[src/rtl/if_fetch_pkg.sv]
// Shared widths, bus layouts and stall encoding for the instruction-fetch stage.
package if_fetch_pkg;

    localparam int unsigned IF_TO_ID_WD  = 33;
    localparam int unsigned BR_WD        = 33;
    localparam int unsigned STALL_BUS_WD = 6;
    localparam logic [31:0] RESET_PC_DEF = 32'hBFC0_0000;

    typedef enum logic {
        NO_STOP = 1'b0,
        STOP    = 1'b1
    } stall_e;

    typedef struct packed {
        logic        br_e;
        logic [31:0] br_addr;
    } br_bus_t;

    typedef struct packed {
        logic        ce;
        logic [31:0] pc;
    } if_to_id_t;

    function automatic logic [31:0] seq_pc(input logic [31:0] pc);
        return pc + 32'd4;
    endfunction

endpackage

[src/rtl/if_redirect_buf.sv]
// One-entry redirect buffer: remembers a redirect raised while IF is stalled
// and resolves the next fetch address (live redirect > pending > sequential).
module if_redirect_buf
    import if_fetch_pkg::*;
(
    input  logic        clk,
    input  logic        rst,
    input  logic        stall_if_i,
    input  logic        br_e_i,
    input  logic [31:0] br_addr_i,
    input  logic [31:0] pc_i,
    output logic [31:0] next_pc_o,
    output logic        pend_v_o
);

    logic        pend_v_q;
    logic [31:0] pend_addr_q;

    always_comb begin
        next_pc_o = seq_pc(pc_i);
        if (br_e_i) begin
            next_pc_o = br_addr_i;
        end else if (pend_v_q) begin
            next_pc_o = pend_addr_q;
        end
    end

    always_ff @(posedge clk) begin
        if (rst) begin
            pend_v_q    <= 1'b0;
            pend_addr_q <= '0;
        end else if (stall_if_i == NO_STOP) begin
            pend_v_q <= 1'b0;
        end else if (br_e_i) begin
            // Latest redirect overwrites any older pending one.
            pend_v_q    <= 1'b1;
            pend_addr_q <= br_addr_i;
        end
    end

    assign pend_v_o = pend_v_q;

endmodule

[src/rtl/if_fetch.sv]
// MIPS IF stage: owns the PC and drives the instruction SRAM read port.
// Optional IF_ADEL_CHECK_EN adds if_adel and suppresses misaligned fetches.
module if_fetch
    import if_fetch_pkg::*;
#(
    parameter logic [31:0] RESET_PC = RESET_PC_DEF
) (
    input  logic                    clk,
    input  logic                    rst,
    input  logic [STALL_BUS_WD-1:0] stall,
    input  logic [BR_WD-1:0]        br_bus,
    output logic [IF_TO_ID_WD-1:0]  if_to_id_bus,
`ifdef IF_ADEL_CHECK_EN
    output logic                    if_adel,
`endif
    output logic                    inst_sram_en,
    output logic [3:0]              inst_sram_wen,
    output logic [31:0]             inst_sram_addr,
    output logic [31:0]             inst_sram_wdata
);

    br_bus_t     br;
    if_to_id_t   to_id;
    logic [31:0] pc_q;
    logic        ce_q;
    logic [31:0] next_pc;
    logic        fetch_ok;
    logic        pend_v_unused;
    logic        unused_stall;

    assign br           = br_bus_t'(br_bus);
    assign unused_stall = ^stall[STALL_BUS_WD-1:1];

    if_redirect_buf u_redirect_buf (
        .clk        (clk),
        .rst        (rst),
        .stall_if_i (stall[0]),
        .br_e_i     (br.br_e),
        .br_addr_i  (br.br_addr),
        .pc_i       (pc_q),
        .next_pc_o  (next_pc),
        .pend_v_o   (pend_v_unused)
    );

    always_ff @(posedge clk) begin
        if (rst) begin
            pc_q <= RESET_PC - 32'd4;
            ce_q <= 1'b0;
        end else if (stall[0] == NO_STOP) begin
            pc_q <= next_pc;
            ce_q <= 1'b1;
        end
    end

`ifdef IF_ADEL_CHECK_EN
    logic adel_q;

    always_ff @(posedge clk) begin
        if (rst) begin
            adel_q <= 1'b0;
        end else if (stall[0] == NO_STOP) begin
            adel_q <= |next_pc[1:0];
        end
    end

    assign if_adel  = adel_q;
    assign fetch_ok = ce_q & ~adel_q;
`else
    assign fetch_ok = ce_q;
`endif

    assign to_id.ce        = fetch_ok;
    assign to_id.pc        = pc_q;
    assign if_to_id_bus    = to_id;
    assign inst_sram_en    = fetch_ok;
    assign inst_sram_addr  = pc_q;
    assign inst_sram_wen   = '0;
    assign inst_sram_wdata = '0;

endmodule

[config.mk]
export PLATFORM = sky130hd
export DESIGN_NAME = if_fetch
export DESIGN_NICKNAME = d
export VERILOG_FILES = /design/src/rtl/if_fetch_pkg.sv /design/src/rtl/if_redirect_buf.sv /design/src/rtl/if_fetch.sv
export SDC_FILE = /design/constraint.sdc
export NUM_CORES = 1
export LEC_CHECK = 0
export BUFFER_PORTS_ARGS = -buffer_cell sky130_fd_sc_hd__buf_2
export CAP_MARGIN = 30
export CORE_MARGIN = 2
export CORE_UTILIZATION = 50
export CTS_CLUSTER_SIZE = 30
export DETAILED_ROUTE_END_ITERATION = 12
export MAX_ROUTING_LAYER = met4
export PLACE_DENSITY = 0.8
export SLEW_MARGIN = 20
export SYNTH_ARGS = -nofsm -noshare
export SYNTH_HDL_FRONTEND = slang
export SYNTH_HIERARCHICAL = 1
export SYNTH_SLANG_ARGS = --single-unit
[constraint.sdc]
create_clock -name clk -period 2.8 [get_ports clk]
set_input_delay 0 -clock clk [delete_from_list [all_inputs] [get_ports clk]]
set_output_delay 0 -clock clk [all_outputs]
set_load 0.01 [all_outputs]
==> results.toml <==
[critical_path]
cp.arrival_ps = 2590
path_class = "reg2reg"
cp.required_ps = 3030
cp-end-kind = "register"
cp-start-kind = "register"
worstPathMaxFanout = 7

[clocking]
cts_made_buffers = 9
clock_path_buffers = 2
tritoncts = "done"
clkSinkCount = 66
cts-root-buf = "clkbuf_8"
cts_resized = 0
cts_max_level = 3
clk_pin_slew_ps = 70
clock_latency_ps = 350

[placed_design]
dp_cells = 651
dp_hpwl_um = 6550
place_congestion = 0.810
portBuffers = 101

[layout]
fillers = 709
diodes = 0
final_common_cell = "buf_2"
nNetsFinal = 634
area_growth_pct = 15.6
drive_above_1_share_pct = 23.0
multiInputGateArea_um2 = 2170
seqCellArea_um2 = 1320
final_cell_mix = "buf_2, nand2_1, dfxtp_1"
fin_cells = 698

[logic_synthesis]
ys_warn_count = 6
synth-seq-cells = 66
yosysUniqueCellTypes = 45
seq_area_frac_synth_pct = 32.6
synthesis.area_um2 = 4060
syn_inst = 506
avgSynthCellArea_um2 = 8.02

[global_routing]
track_usage_pct = 22.9
gr-total-overflow = 0
grt_pass1_wl_um = 15700
top_usage_layer = "met2"
antenna_found_initial = 0
met1_usage_pct = 27.4
grt_pass1_vias = 3404
grt_max_degree = 50
use_met3_pct = 2.81
grt_use_met2_pct = 38.8

[sta]
rsz0062_at_grt = "no"
fin_tns_setup_ps = 0
finalMaxSlewViolations = 0
setup_violations = 0
fmax_mhz = 424
fin_crit_sh_pct = 84.2
worst_pin_slew_ps = 815
min_period_ps = 2360
fin_worst_skew_ps = 9.31
relSlewSlack_pct = 45.7
hold_viol = 0

[floorplan]
fp.dieH_um = 94.1
die-area_um2 = 8850
initial_core_util_pct = 52.0
placement_rows = 32
pin_count = 143
die_w_um = 94.1
core_um2 = 7810

[detailed_routing]
firstDrtPassIters = 6
vias_per_cell = 5.37
detail_route.wl_per_cell_um = 14.2
postRouteAntennaNets = 0
vias = 3751
drt_wl_total_um = 9890
initialDrtViolationCount = 231
route.detailed.drc = 0

[run_status]
status = "completed"

[power]
p_per_area_nw_per_um2 = 502
leakage_nw = 1.99
ir_worst_vdd_mv = 0.316

[hold_path]
min_path_type = "in2reg"

[job]
maxCapViolCount = 0
==> Yosys cell counts, drive strengths merged <==
master	number	area (um2)
buf	81	602
inv	6	22.5
nand3	8	50.1
mux2	2	22.5
ha	1	12.5
mux2i	11	110
nand2	97	367
and2	4	25.0
a21oi	43	215
xor2	22	193
a211o	28	245
nand4b	2	17.5
and3	2	12.5
o21ai	25	125
dfxtp	66	1320
o221ai	2	17.5
a31oi	1	6.26
nor2b	26	163
a221oi	3	45.0
nor3	5	25.0
nor2	11	41.3
and4	7	65.1
nor4	2	33.8
nand4	10	83.8
nor3b	1	7.51
xnor2	5	43.8
o22ai	4	25.0
o21a	1	7.51
a22oi	8	60.1
clkbuf	19	72.6
conb	1	3.75
and2b	2	15.0
==> state kept, by name (all words and copies together) (netlist names) <==
| signal | cells |
|---|---|
| inst_sram_addr | 32 |
| inst_sram_en | 1 |
| u_redirect_buf/pend_addr_q | 32 |
| u_redirect_buf/pend_v_o | 1 |
==> worst max-delay path, cell delays in order (launching register included) <==
cell and delay [ps]:
dfxtp_1 450, ha_1 250, and4_1 350, and4_1 430, nand4_1 150, xor2_1 160, o21ai_1 70, nor2b_1 140
a211o_1 230
==> through the flow <==
step / worst slack (ps) / area (um2) / hold slack (ps) / power, mW / util [%]
final: 443 / 4690 / 144 / 2.35 / 60.1
after global routing: 288 / 4690 / 165 / 2.47 / 60.1
after CTS: 464 / 4690 / 124 / 2.36 / 60.1
after detailed placement: 478 / 4200 / 261 / 1.61 / 53.8
after global placement: 506 / 4200 / 252 / 1.59 / 53.8
after floorplan: 745 / 4190 / 136 / 1.53 / -
==> cell families after synthesis <==
kind of cell               Yosys count  share of synthesized area (%)
AOI/OAI and AO/OA                  115                           18.4
xor gates and xnor gates            27                           5.83
adders and majority gates            1                          0.308
buffers and inverters              106                           17.2
DFF                                 66                           32.6
muxes                               13                           3.27
other                                1                         0.0924
and+or+nand+nor                    177                           22.3
==> area by class of cell <==
class                   instances  share of cell area, %
inverters                       6                  0.480
repair buffers                140                   18.7
clock buffers                  12                   3.31
multi-input cells             369                   46.3
flip-flops and latches         66                   28.2
clock inverters                 3                  0.320
well taps                     102                   2.72
==> repair_timing <==
action                                 in CTS  in global routing
hold buffers                               32                  0
endpoints found under the hold margin      32                  0
setup buffers                               0                  0
==> worst paths after layout <==
| check | start | to | slack (ps) | cells after the start |
|---|---|---|---|---|
| worst min-delay path | stall[0] | inst_sram_addr[10] | 140 | 3 |
| worst max register to register | inst_sram_addr[2] | inst_sram_addr[24] | 440 | 8 |
| worst min register to register | u_redirect_buf/pend_addr_q[0] | u_redirect_buf/pend_addr_q[0] | 460 | 2 |
| worst max-delay path | inst_sram_addr[2] | inst_sram_addr[24] | 440 | 8 |
==> layer usage <==
metal  vias up  wire length (um)
li1       1807                 -
met1      1750              4180
met2       184              4910
met3        10               696
met4         0               101
met5         -                 0
==> power by group <==
| group | internal (mW) | switching (mW) | total [mW] |
|---|---|---|---|
| Clock | 0.361 | 0.359 | 0.720 |
| Sequential | 0.998 | 0.0790 | 1.08 |
| Combinational | 0.249 | 0.306 | 0.555 |
(Power assumes the default switching activity.)
